### src/rtl/gyro_pkg.sv
// rtl/gyro_pkg.sv - shared constants and state types for the gyro packet receiver
package gyro_pkg;

  localparam logic [7:0] SYNC_BYTE   = 8'h55;
  localparam logic [7:0] TYPE_ANGLE  = 8'h53;
  localparam int         PAYLOAD_LEN = 8;
  localparam int         OVERSAMPLE  = 16;

  typedef enum logic [2:0] {IDLE, START, DATA, STOP, WAITHI} rx_state_t;
  typedef enum logic [1:0] {HUNT, TYPE, PAYLOAD, CSUM} pkt_state_t;

endpackage

### src/rtl/uart_rx_byte.sv
// rtl/uart_rx_byte.sv - 16x oversampled 8N1 byte receiver with synchronizer and prescaler
module uart_rx_byte
  import gyro_pkg::*;
#(
  parameter int CLK_DIV = 326
) (
  input  logic       clk0,
  input  logic       rst_n,
  input  logic       rx_i,
  output logic [7:0] byte_o,
  output logic       byte_valid_o,
  output logic       uart_err_o
);

  localparam int              PW      = (CLK_DIV > 1) ? $clog2(CLK_DIV) : 1;
  localparam logic [PW-1:0]   PRE_MAX = PW'(CLK_DIV - 1);
  localparam logic [3:0]      MID     = 4'(OVERSAMPLE / 2 - 1);
  localparam logic [3:0]      LAST    = 4'(OVERSAMPLE - 1);

  logic          sync1_q, sync2_q;
  logic [PW-1:0] pre_q;
  logic          tick;
  rx_state_t     state_q, state_d;
  logic [3:0]    scnt_q, scnt_d;
  logic [2:0]    bcnt_q, bcnt_d;
  logic [7:0]    shreg_q, shreg_d;
  logic [7:0]    byte_q, byte_d;
  logic          bvalid_q, bvalid_d;
  logic          uerr_q, uerr_d;
  logic          rxs;

  assign rxs  = sync2_q;
  assign tick = (pre_q == PRE_MAX);

  always_ff @(posedge clk0 or negedge rst_n) begin
    if (!rst_n) begin
      sync1_q  <= 1'b1;
      sync2_q  <= 1'b1;
      pre_q    <= '0;
      state_q  <= IDLE;
      scnt_q   <= '0;
      bcnt_q   <= '0;
      shreg_q  <= '0;
      byte_q   <= '0;
      bvalid_q <= 1'b0;
      uerr_q   <= 1'b0;
    end else begin
      sync1_q  <= rx_i;
      sync2_q  <= sync1_q;
      pre_q    <= tick ? '0 : pre_q + 1'b1;
      state_q  <= state_d;
      scnt_q   <= scnt_d;
      bcnt_q   <= bcnt_d;
      shreg_q  <= shreg_d;
      byte_q   <= byte_d;
      bvalid_q <= bvalid_d;
      uerr_q   <= uerr_d;
    end
  end

  // Start is confirmed at tick 7; afterwards every 16th tick lands mid-bit.
  always_comb begin
    state_d  = state_q;
    scnt_d   = scnt_q;
    bcnt_d   = bcnt_q;
    shreg_d  = shreg_q;
    byte_d   = byte_q;
    bvalid_d = 1'b0;
    uerr_d   = 1'b0;
    case (state_q)
      IDLE: begin
        if (!rxs) begin
          state_d = START;
          scnt_d  = '0;
        end
      end
      START: begin
        if (tick) begin
          if (scnt_q == MID) begin
            scnt_d  = '0;
            bcnt_d  = '0;
            state_d = rxs ? IDLE : DATA;
          end else begin
            scnt_d = scnt_q + 1'b1;
          end
        end
      end
      DATA: begin
        if (tick) begin
          if (scnt_q == LAST) begin
            scnt_d          = '0;
            shreg_d[bcnt_q] = rxs;
            bcnt_d          = bcnt_q + 1'b1;
            if (bcnt_q == 3'd7) state_d = STOP;
          end else begin
            scnt_d = scnt_q + 1'b1;
          end
        end
      end
      STOP: begin
        if (tick) begin
          if (scnt_q == LAST) begin
            scnt_d = '0;
            if (rxs) begin
              bvalid_d = 1'b1;
              byte_d   = shreg_q;
              state_d  = IDLE;
            end else begin
              uerr_d  = 1'b1;
              state_d = WAITHI;
            end
          end else begin
            scnt_d = scnt_q + 1'b1;
          end
        end
      end
      WAITHI: begin
        if (rxs) state_d = IDLE;
      end
      default: state_d = IDLE;
    endcase
  end

  assign byte_o       = byte_q;
  assign byte_valid_o = bvalid_q;
  assign uart_err_o   = uerr_q;

endmodule

### src/rtl/gyro_packet_rx.sv
// rtl/gyro_packet_rx.sv - assembles checksummed 0x55 0x53 angle packets into output words
module gyro_packet_rx
  import gyro_pkg::*;
#(
  parameter int CLK_DIV = 326
) (
  input  logic        clk0,
  input  logic        rst_n,
  input  logic        probe,
  output logic [15:0] roll,
  output logic [15:0] pitch,
  output logic [15:0] yaw,
  output logic [15:0] temp,
  output logic        angle_valid,
  output logic        csum_err,
  output logic        uart_err
);

  localparam logic [2:0] LAST_IDX = 3'(PAYLOAD_LEN - 1);

  logic [7:0]  rx_byte;
  logic        rx_valid;
  logic        rx_err;

  pkt_state_t  pstate_q, pstate_d;
  logic [7:0]  sum_q, sum_d;
  logic [2:0]  idx_q, idx_d;
  logic [7:0]  pbuf_q [PAYLOAD_LEN];
  logic        buf_we;
  logic        av_q, av_d;
  logic        ce_q, ce_d;
  logic [15:0] roll_q, pitch_q, yaw_q, temp_q;

  uart_rx_byte #(.CLK_DIV(CLK_DIV)) u_rx (
    .clk0         (clk0),
    .rst_n        (rst_n),
    .rx_i         (probe),
    .byte_o       (rx_byte),
    .byte_valid_o (rx_valid),
    .uart_err_o   (rx_err)
  );

  always_comb begin
    pstate_d = pstate_q;
    sum_d    = sum_q;
    idx_d    = idx_q;
    buf_we   = 1'b0;
    av_d     = 1'b0;
    ce_d     = 1'b0;
    if (rx_err) begin
      pstate_d = HUNT;
    end else if (rx_valid) begin
      case (pstate_q)
        HUNT: begin
          if (rx_byte == SYNC_BYTE) begin
            pstate_d = TYPE;
            sum_d    = SYNC_BYTE;
          end
        end
        TYPE: begin
          if (rx_byte == TYPE_ANGLE) begin
            pstate_d = PAYLOAD;
            sum_d    = sum_q + rx_byte;
            idx_d    = '0;
          end else if (rx_byte == SYNC_BYTE) begin
            sum_d = SYNC_BYTE;
          end else begin
            pstate_d = HUNT;
          end
        end
        PAYLOAD: begin
          buf_we = 1'b1;
          sum_d  = sum_q + rx_byte;
          idx_d  = idx_q + 1'b1;
          if (idx_q == LAST_IDX) pstate_d = CSUM;
        end
        CSUM: begin
          if (rx_byte == sum_q) av_d = 1'b1;
          else                  ce_d = 1'b1;
          pstate_d = HUNT;
        end
        default: pstate_d = HUNT;
      endcase
    end
  end

  // Words load on the same edge that raises angle_valid, so both appear together.
  always_ff @(posedge clk0 or negedge rst_n) begin
    if (!rst_n) begin
      pstate_q <= HUNT;
      sum_q    <= '0;
      idx_q    <= '0;
      av_q     <= 1'b0;
      ce_q     <= 1'b0;
      roll_q   <= '0;
      pitch_q  <= '0;
      yaw_q    <= '0;
      temp_q   <= '0;
      for (int i = 0; i < PAYLOAD_LEN; i++) pbuf_q[i] <= '0;
    end else begin
      pstate_q <= pstate_d;
      sum_q    <= sum_d;
      idx_q    <= idx_d;
      av_q     <= av_d;
      ce_q     <= ce_d;
      if (buf_we) pbuf_q[idx_q] <= rx_byte;
      if (av_d) begin
        roll_q  <= {pbuf_q[1], pbuf_q[0]};
        pitch_q <= {pbuf_q[3], pbuf_q[2]};
        yaw_q   <= {pbuf_q[5], pbuf_q[4]};
        temp_q  <= {pbuf_q[7], pbuf_q[6]};
      end
    end
  end

  assign roll        = roll_q;
  assign pitch       = pitch_q;
  assign yaw         = yaw_q;
  assign temp        = temp_q;
  assign angle_valid = av_q;
  assign csum_err    = ce_q;
  assign uart_err    = rx_err;

endmodule

### config.mk
export PLATFORM = sky130hd
export DESIGN_NAME = gyro_packet_rx
export DESIGN_NICKNAME = d
export VERILOG_FILES = /design/src/rtl/gyro_pkg.sv /design/src/rtl/uart_rx_byte.sv /design/src/rtl/gyro_packet_rx.sv
export SDC_FILE = /design/constraint.sdc
export NUM_CORES = 1
export LEC_CHECK = 0
export ABC_AREA = 1
export CORE_AREA = 2 2 164 166
export DETAILED_ROUTE_END_ITERATION = 16
export DIE_AREA = 0 0 166 168
export GPL_TIMING_DRIVEN = 0
export REMOVE_ABC_BUFFERS = 1
export SLEW_MARGIN = 20
export SYNTH_ARGS = -nofsm -noshare
export SYNTH_HDL_FRONTEND = slang
export SYNTH_SLANG_ARGS = --single-unit
### constraint.sdc
create_clock -name clk0 -period 3.9 [get_ports clk0]
set_input_delay 0.585 -clock clk0 [delete_from_list [all_inputs] [get_ports clk0]]
set_output_delay 0.585 -clock clk0 [all_outputs]
set_load 0.1 [all_outputs]
==> metrics, run 1 <==
Met2 Wirelength=around 7.8 mm; DIE HEIGHT=168 um; clock insertion delay at the later pin of the skew report=~0.44 ns; CORE AREA=about 26000 um^2; Rel. slew slack=roughly a third; Max Cap Violations=0; Arrival @ worst endpoint=between 2 and 2.5 ns; pwr/cell area=~370 nW/um^2; Setup Buffers After CTS=0; hold_buf cts=0; worst clock skew on the final layout=approximately 0.011 ns; count of routing violations after the opening detailed-route iteration=372; ordered list of cells on the worst path=clkdlybuf4s50_1; Worst path slowest cell=clkdlybuf4s50_1; Fmax=~380 MHz; cell type with the largest total area after synthesis=dfrtp_1; placed instance count=around 1300; via count=5721; DRT antenna net count=0; largest net degree at the start of global routing=98; number of warning messages in the yosys log=0; Die Wd=166 um; final hold viol count=0; minimum setup slack after placement=approximately 1.4 ns; sum of net half-perimeters after detailed placement=10.9 mm; Mapped Avg Cell Area=a little over 9 um^2; CP startpoint kind=flip-flop; Sum Neg Setup Slack=0 ns; Data required, critical path=around 3.3 ns; critical path type=flip-flop to output pin; post-synthesis cell area=slightly above 8000 um^2; TritonCTS clock tree=built; Cells after Synth=roughly 900; final instance area=between 9000 and 10000 um^2; most used cells in the layout excluding fill and tap cells=nand2_1 (313), dfrtp_1 (180), o21ai_1 (76); Crit Path Max Fanout=3; sequential-to-total area share from yosys stat=a little under three fifths; largest buffer count on any clock path=2; count of inserted antenna diode cells=0; global router's overall resource usage=12.6%; maximum resistive drop on vdd=about 200 uV; status=finished clean; number of levels in the clock H-tree=4; Final setup violation count=0; Die Outline Area=about 28000 um^2; DRC errors left=0; fraction of layout instances using a drive strength above 1=15.6%; wire length of the first global-routing pass=28.3 mm; type of the worst min-delay path=input pin to asynchronous set/reset pin; most frequent standard cell in the layout excluding fill and tap cells=nand2_1; top cells by area in the synthesized netlist=dfrtp_1 (55%), nand2_1 (14%), o21ai_1 (4.6%), nand2_2 (4.6%), ha_1 (2.9%); TritonRoute pass-1 iters=5; Resized cells post-CTS=0; core utilization of the finished layout=37.0%; buffer type at the clock tree root=clkbuf_16; clock transition time at the flip-flop clock pins of the worst setup and hold paths=0.07 ns; RSZ-0062 raised after global routing=false; endpoint type of the worst setup path=output pin; Final Worst Setup Slack=~1.3 ns; overall overflow remaining after global route=0; top layer reached by signal wires=met4; routability congestion estimate from global placement=between 0.8 and 0.9; cell area after placement=between 9000 and 10000 um^2; WL met1=8.14 mm; cell family contributing the most delay on the critical path=buffers and inverters; total wire length=about 17 mm; # nets final=about 1000; Top-Level Pins=70; period utilisation layout=around two thirds; fraction of post-synthesis cell area in the top cell type by area=a little over half; number of buffers created by CTS=17; initial core utilization=~31%; Worst Tran Pin Value=0.987 ns; final critical path time including I/O delays and setup=between 2 and 3 ns; Area Overhead vs Synth=18.5%; #FFs+latches synth=around 180; P_leak=between 4 and 5 nW; clock sink count=approximately 180; met3 WL post-DR=524 um; number of global-route vias before repair=about 5600; # port buffers=69; row count=60; initial antenna violation count=0; Vias per Instance=4.36; filler-free cell count of the finished design=~1300; routed wire length per instance=between 10 and 15 um; Pins Over Slew Limit=0; number of distinct library cells after synthesis=37; maximum cell stage delay along the critical path=around 1.2 ns; Worst Path Buf+Inv=1
## cells by family after synthesis
group / Yosys count / share of synthesized area, %
XOR/XNOR: 6 / 0.639
AO/OA/AOI/OAI: 114 / 7.17
flip-flops: 182 / 55.4
adder cells (fa/ha/maj): 20 / 3.14
AND/OR/NAND/NOR: 476 / 27.1
buffers and inverters: 97 / 6.53
## final timing paths
| path | endpoint | slack (ns) | cells after the start | from |
|---|---|---|---|---|
| min reg2reg | u_rx.rxs$_DFF_PN1_ | 0.36 | 0 | u_rx.sync1_q$_DFF_PN1_ |
| max | uart_err | 1.27 | 1 | u_rx.uart_err_o$_DFF_PN0_ |
| min in group clk0 | u_rx.rxs$_DFF_PN1_ | 0.36 | 0 | u_rx.sync1_q$_DFF_PN1_ |
| min | u_rx.scnt_q[1]$_DFFE_PN0P_ | 0.13 | 1 | rst_n |
| max reg2reg | temp[15]$_DFFE_PN0P_ | 1.36 | 9 | u_rx.byte_o[2]$_DFFE_PN0P_ |
| max in group asynchronous | pbuf_q[46]$_DFFE_PN0P_ | 2.87 | 2 | rst_n |
## cell usage after synthesis, drive strengths merged
| master | n |
|---|---|
| nand3b | 1 |
| nand2 | 376 |
| o21ai | 100 |
| clkinv | 1 |
| nor2 | 45 |
| nand3 | 29 |
| nor3 | 15 |
| a31oi | 1 |
| o211ai | 1 |
| buf | 27 |
| fa | 1 |
| ha | 19 |
| a21boi | 1 |
| or2 | 2 |
| a21oi | 9 |
| o21a | 2 |
| dfrtp | 180 |
| xor2 | 6 |
| nand4 | 8 |
| dfstp | 2 |
| inv | 69 |
## state kept, by name, indices dropped and copies added, names as in the netlist, 3 cells and up
| name | flops |
|---|---|
| u_rx.byte_o | 8 |
| sum_q | 8 |
| u_rx.scnt_q | 4 |
| u_rx.shreg_q | 8 |
| u_rx.bcnt_q | 3 |
| idx_q | 3 |
| pitch | 16 |
| u_rx.pre_q | 9 |
| u_rx.state_q | 3 |
| roll | 16 |
| yaw | 16 |
| temp | 16 |
| pbuf_q | 64 |
## cell type report
cell class / count / area [um^2]
Clock inverter: 14 / 146
Multi-Input combinational cell: 616 / 3140
Clock buffer: 18 / 439
Tap cell: 341 / 427
Inverter: 70 / 265
Timing Repair Buffer: 72 / 771
Sequential cell: 182 / 4560
Fill cell: 2669 / 16600
## layer usage
layer  up-vias  track usage [%]
li1       2969                -
met1      2664             16.5
met2        80             20.6
met3         8             3.24
met4         0             3.67
met5         -                0
## metrics by stage
stage | total power (W) | hold WS [ns]
6_report | 0.00363 | 0.132
4_1_cts | 0.00369 | 0.166
2_1_floorplan | 0.00193 | 0.289
3_3_place_gp | 0.00197 | 0.347
3_5_place_dp | 0.00197 | 0.347
5_1_grt | 0.00377 | 0.173
## worst reg2reg max path: stages (launching register included)
cell and delay (ns):
dfrtp_1 0.45, ha_1 0.40, nor2_1 0.12, nand2_1 0.08
nor2_2 0.19, nand3_4 0.33, inv_4 0.35, buf_16 0.30
nand2_1 0.18, nand2_1 0.07
## report_power, final
group | leakage (nW) | total (W) | switching, W | internal (W)
registers | 2.52 | 0.00189 | 0.00000230 | 0.00189
logic | 1.87 | 0.0000415 | 0.0000361 | 0.00000536
clock network | 0.279 | 0.00170 | 0.000827 | 0.000872
total | 4.66 | 0.00363 | 0.000866 | 0.00276
Note: power is estimated with default switching activity, not from simulation.
==> inputs of run 2 (changes only) <==
clock period = 2.3 ns   (was 3.9 ns; I/O delays follow)
==> run 2 against run 1 <==
- setup slack lost 1.2 ns
- non-clock buffer count grew 3
- die area is the same
- largest power group unchanged
- highest routed layer unchanged
==> metrics, run 2 (synthesis gave the netlist of run 1 again) <==
fraction of layout instances using a drive strength above 1=16.0% (+0.35 points); Vias per Instance=4.39 (+0.71%); buffer type at the clock tree root=clkbuf_16; row count=60 (unchanged); # port buffers=69 (unchanged); Pins Over Slew Limit=0 (unchanged); TritonRoute pass-1 iters=5 (unchanged); Arrival @ worst endpoint=1.90 ns (-0.14 ns); filler cell count in the final layout=2685 (+0.60%); Worst Path Buf+Inv=1 (unchanged); count of routing violations after the opening detailed-route iteration=336 (-9.7%); total net switching power=0.00147 W (+70%); # nets final=986 (+0.41%); type of the worst min-delay path=input pin to flip-flop; Area Overhead vs Synth=19.8%; Total Power=0.00616 W (+70%); Net Sw Frac=23.8% (about the same); cell family contributing the most delay on the critical path=buffers and inverters; DRT antenna net count=0 (unchanged); Worst path slowest cell=clkdlybuf4s50_1; sink of the worst hold path=u_rx.sync1_q$_DFF_PN1_; wire length of the first global-routing pass=28.7 mm (+1.4%); number of levels in the clock H-tree=4 (unchanged); Data required, critical path=1.96 ns (-1.35 ns); Largest register FFs=64 (unchanged); minimum setup slack after placement=-0.229 ns (-1.60 ns); Final Worst Setup Slack=0.0572 ns (-1.21 ns); final hold viol count=0 (unchanged); filler-free cell count of the finished design=1317 (+0.30%); sum of net half-perimeters after detailed placement=10.9 mm (unchanged); P_leak=5.45 nW (+17%); Worst Tran Pin Value=0.983 ns (-0.00426 ns); number of global-route vias before repair=5561 (-0.61%); routability congestion estimate from global placement=0.841 (unchanged); Top-Level Pins=70 (unchanged); clock transition time at the flip-flop clock pins of the worst setup and hold paths=0.07 ns (about the same); global router's overall resource usage=12.8% (+0.26 points); count of inserted antenna diode cells=0 (unchanged); DRC errors left=0 (unchanged); period utilisation layout=a little over nine tenths; number of buffers created by CTS=17 (unchanged); most frequent standard cell in the layout excluding fill and tap cells=nand2_1; number of instances on the worst hold path=1; worst clock skew on the final layout=0.0107 ns (-0.000811 ns); total wire length=17.3 mm (+3.8%); RSZ-0062 raised after global routing=false; Max Cap Violations=0 (unchanged); CORE AREA=26400 um^2 (unchanged); overall overflow remaining after global route=0 (unchanged); Crit Path Max Fanout=2 (-1); Hold Slack=0.318 ns (+0.185 ns); TritonCTS clock tree=built; routed wire length per instance=13.2 um (+3.5%); largest register by flop count=pbuf_q; most used cells in the layout excluding fill and tap cells=nand2_1 (313), dfrtp_1 (180), o21ai_1 (76); peak-usage layer in the global routing report=met2; multi-input gate area in the final layout=3150 um^2 (+0.56%); endpoint type of the worst setup path=output pin; largest buffer count on any clock path=2 (unchanged); ordered list of cells on the worst path=clkdlybuf4s50_1; Die Outline Area=27900 um^2 (unchanged); clock sink count=182 (unchanged); CP startpoint kind=flip-flop; power share of the clock group=46.8% (about the same); maximum resistive drop on vdd=335 uV (+67%); clock insertion delay at the later pin of the skew report=0.43 ns (about the same); final critical path time including I/O delays and setup=2.24 ns; sequential fraction of design power=52.0% (about the same); HP Start=probe; Register Area=4560 um^2 (unchanged); met1 global-route usage=16.8% (+0.35 points); Int Power=0.00469 W (+70%); Final setup violation count=0 (unchanged); largest net degree at the start of global routing=98 (unchanged); worst reg2reg path endpoint=temp[10]$_DFFE_PN0P_; met3 Track Usage GR=3.24% (unchanged); initial core utilization=31.2% (unchanged); combinational share of power=1.2% (about the same); Rel. slew slack=34.3% (+0.29 points); Register-to-Register Setup Slack=0.18 ns (-1.18 ns); via count=5779 (+1.0%); Sum Neg Setup Slack=0 ns (unchanged); placed instance count=1281 (unchanged); global routing usage on met2=21.2% (+0.52 points); r2r worst-path depth=9 (unchanged); Fmax=about 450 MHz; status=finished clean; startpoint of the lowest-slack register-to-register path=u_rx.byte_o[4]$_DFFE_PN0P_; DIE HEIGHT=168 um (unchanged); pwr/cell area=625 nW/um^2 (+68%); maximum cell stage delay along the critical path=1.12 ns (-0.05 ns); critical path type=flip-flop to output pin; initial antenna violation count=0 (unchanged); Die Wd=166 um (unchanged)
[run 2: cell types whose count changed in the layout (fill, tap and decap cells not counted), sizes merged]
cell           change
dlymetal6s2s      +33
dlygate4sd3        +1
buf                +1
nand3              +1
dlygate4sd2       +31
clkdlybuf4s50     -64
clkbuf             +1
[run 2: power by group through the flow]
stage	clock network [W]	registers, W	logic, W
finish	0.00288	0.00320	0.0000719
CTS	0.00298	0.00320	0.0000788
global route	0.00311	0.00320	0.0000869
global placement	0	0.00327	0.0000705
detailed placement	0	0.00327	0.0000774
floorplan	0	0.00327	0.00000103
[run 2: metrics by stage]
step,cell area [um^2],util (%)
6_report,9850,37.4
5_1_grt,9850,37.4
4_1_cts,9740,37.0
3_5_place_dp,9160,34.7
3_3_place_gp,9060,34.4
2_1_floorplan,7950,-
[run 2: cell type report]
class	instances	share of cell area, %
inverters	70	2.74
repair buffers	75	8.70
clock inverters	14	1.49
flip-flops and latches	182	46.3
multi-input cells	617	32.0
clock buffers	18	4.46
well taps	341	4.33
[run 2: how the worst max path moves through the flow]
stage / start / endpoint / slack (ns) / cells after the start
6_report: temp[10]$_DFFE_PN0P_ / temp[10] / 0.06 / 1
5_1_grt: csum_err$_DFF_PN0_ / csum_err / 0.002 / 1
4_1_cts: pitch[10]$_DFFE_PN0P_ / pitch[10] / 0.001 / 1
3_5_place_dp: u_rx.byte_o[2]$_DFFE_PN0P_ / temp[15]$_DFFE_PN0P_ / -0.23 / 9
3_3_place_gp: rst_n / pitch[10]$_DFFE_PN0P_ / -6.92 / 1
2_1_floorplan: u_rx.uart_err_o$_DFF_PN0_ / pitch[15]$_DFFE_PN0P_ / -1.04 / 7
[run 2: timing repair]
action,CTS,global route
setup buffers,1,0
cloned,1,1
hold endpoints to repair,83,0
gates resized for setup,34,34
pin swaps,1,0
setup endpoints to repair,80,81
hold buffers,1,0
[run 2: metal layers]
| metal | wire (um) | share of wire (%) |
|---|---|---|
| met5 | 0 | 0 |
| met2 | 8230 | 48 |
| met1 | 8200 | 47 |
| met3 | 731 | 4.2 |
| met4 | 164 | 0.95 |
==> inputs of run 3 (changes only) <==
CORE_AREA = 2 2 195 140   (was 2 2 164 166)
DIE_AREA = 0 0 197 142   (was 0 0 166 168)
==> run 3 against run 2 <==
- largest cell class unchanged
- register-to-register slack worse by 0.03 ns
- sequential share of layout area about the same
- highest routed layer unchanged
- die area up 0.31%
- via count up 1.6%
- sequential power about the same
- wire length up 5.8%
==> metrics, run 3 (synthesis gave the netlist of run 1 again) <==
CORE AREA=26200 um^2 (-0.76%); endpoint type of the worst setup path=output pin; pwr/cell area=631 nW/um^2 (+0.85%); Area Overhead vs Synth=19.7% (about the same); routability congestion estimate from global placement=0.858 (+2.0%); clock sink count=182 (unchanged); routed wire length per instance=14.0 um (+6.1%); period utilisation layout=97.9% (+0.40 points); most frequent standard cell in the layout excluding fill and tap cells=nand2_1; maximum cell stage delay along the critical path=1.13 ns (about the same); # nets final=987 (+0.10%); HP Start=probe; Register Area=4560 um^2 (unchanged); number of levels in the clock H-tree=4 (unchanged); Die Outline Area=28000 um^2 (+0.31%); critical path type=flip-flop to output pin; initial core utilization=31.4% (+0.24 points); Worst path slowest cell=clkdlybuf4s50_1; Largest register FFs=64 (unchanged); status=finished clean; clock insertion delay at the later pin of the skew report=0.43 ns (about the same); count of routing violations after the opening detailed-route iteration=311 (-7.4%); global routing usage on met2=20.5% (-0.70 points); number of global-route vias before repair=5664 (+1.9%); maximum resistive drop on vdd=551 uV (+65%); count of inserted antenna diode cells=0 (unchanged); via count=5872 (+1.6%); final hold viol count=0 (unchanged); DRT antenna net count=0 (unchanged); multi-input gate area in the final layout=3150 um^2 (unchanged); Arrival @ worst endpoint=1.91 ns (about the same); Die Wd=197 um (+19%); filler cell count in the final layout=2683 (-0.074%); P_leak=5.40 nW (-1.0%); CP startpoint kind=flip-flop; cell family contributing the most delay on the critical path=buffers and inverters; wire length of the first global-routing pass=30.4 mm (+5.9%); ordered list of cells on the worst path=clkdlybuf4s50_1; Worst Path Buf+Inv=1 (unchanged); combinational share of power=1.3% (about the same); sum of net half-perimeters after detailed placement=11.5 mm (+4.8%); Fmax=444 MHz (-0.41%); buffer type at the clock tree root=clkbuf_16; number of buffers created by CTS=17 (unchanged); cell area after placement=9180 um^2 (+0.26%); clock transition time at the flip-flop clock pins of the worst setup and hold paths=0.07 ns (about the same); Top-Level Pins=70 (unchanged); Vias per Instance=4.47 (+1.9%); TritonRoute pass-1 iters=5 (unchanged); Crit Path Max Fanout=2 (unchanged); sequential fraction of design power=51.7% (-0.3 points); Rel. slew slack=34.4% (+0.095 points); row count=50 (-17%); DIE HEIGHT=142 um (-15%); launching element of the worst setup path=roll[13]$_DFFE_PN0P_; worst clock skew on the final layout=0.0102 ns (-0.000492 ns); most used cells in the layout excluding fill and tap cells=nand2_1 (313), dfrtp_1 (180), o21ai_1 (76); global router's overall resource usage=14.0% (+1.1 points); Data required, critical path=1.96 ns (about the same); core utilization of the finished layout=37.6% (+0.26 points); largest net degree at the start of global routing=79 (-19%); overall overflow remaining after global route=0 (unchanged); final critical path time including I/O delays and setup=2.25 ns (+0.00915 ns); startpoint of the lowest-slack register-to-register path=u_rx.byte_o[1]$_DFFE_PN0P_; total net switching power=0.00137 W (-6.5%); Final setup violation count=0 (unchanged); TritonCTS clock tree=built; largest register by flop count=pbuf_q; peak-usage layer in the global routing report=met2; DRC errors left=0 (unchanged); power share of the clock group=47.1% (+0.3 points); Worst Tran Pin Value=0.988 ns (+0.00557 ns); Pins Over Slew Limit=0 (unchanged); # port buffers=69 (unchanged); total wire length=18.3 mm (+5.8%); largest buffer count on any clock path=2 (unchanged); type of the worst min-delay path=input pin to flip-flop; Net Sw Frac=22.1% (-1.7 points); minimum setup slack after placement=-0.217 ns (+0.0117 ns); initial antenna violation count=0 (unchanged); Int Power=0.00483 W (+3.0%); Final Worst Setup Slack=0.0480 ns (-0.00915 ns); Max Cap Violations=0 (unchanged); met3 Track Usage GR=3.36% (+0.12 points); RSZ-0062 raised after global routing=false; final instance area=9840 um^2 (about the same); met1 global-route usage=20.2% (+3.4 points); Sum Neg Setup Slack=0 ns (unchanged); Total Power=0.00621 W (+0.77%); fraction of layout instances using a drive strength above 1=15.8% (-0.19 points)
==> run 3: routing by layer <==
metal	share of wire (%)	wire, um	vias up
li1	-	-	2979
met1	52	9610	2765
met2	42	7680	109
met3	4.1	746	19
met4	1.6	302	0
met5	0	0	-
==> run 3: power groups by stage <==
stage / Combinational (W) / Sequential, W / Clock, W
3_3_place_gp: 0.0000696 / 0.00327 / 0
4_1_cts: 0.0000847 / 0.00321 / 0.00300
2_1_floorplan: 0.00000103 / 0.00327 / 0
3_5_place_dp: 0.0000833 / 0.00327 / 0
5_1_grt: 0.0000947 / 0.00320 / 0.00313
6_report: 0.0000788 / 0.00321 / 0.00292
==> run 3: timing repair <==
action	4_1_cts	5_1_grt
setup buffers	1	0
pin swaps	1	0
hold buffers	1	0
hold endpoints to repair	40	0
resized for setup	39	29
cloned	1	1
endpoints found under the setup margin	84	65
==> run 3: final cells by class <==
class,instances,area share [%]
Multi-Input combinational cell,617,32.0
Inverter,70,2.75
Timing Repair Buffer,76,8.80
Tap cell,338,4.30
Sequential cell,182,46.3
Clock buffer,18,4.36
Clock inverter,12,1.46
==> run 3: final timing paths <==
kind	end	slack, ns	depth (start not counted)
setup / recovery	roll[13]	0.05	1
hold / removal	u_rx.sync1_q$_DFF_PN1_	0.31	1
setup reg to reg	roll[0]$_DFFE_PN0P_	0.15	9
hold reg to reg	u_rx.rxs$_DFF_PN1_	0.36	0
max in group asynchronous	u_rx.sync1_q$_DFF_PN1_	1.15	3
min in group asynchronous	pbuf_q[8]$_DFFE_PN0P_	0.40	2
==> run 3: through the flow <==
stage / hold slack (ns) / instances
4_1_cts: 0.295 / 1312
3_5_place_dp: 0.264 / 1279
6_report: 0.315 / 1313
5_1_grt: 0.310 / 1313
2_1_floorplan: 0.0494 / 868
3_3_place_gp: 0.346 / 1275
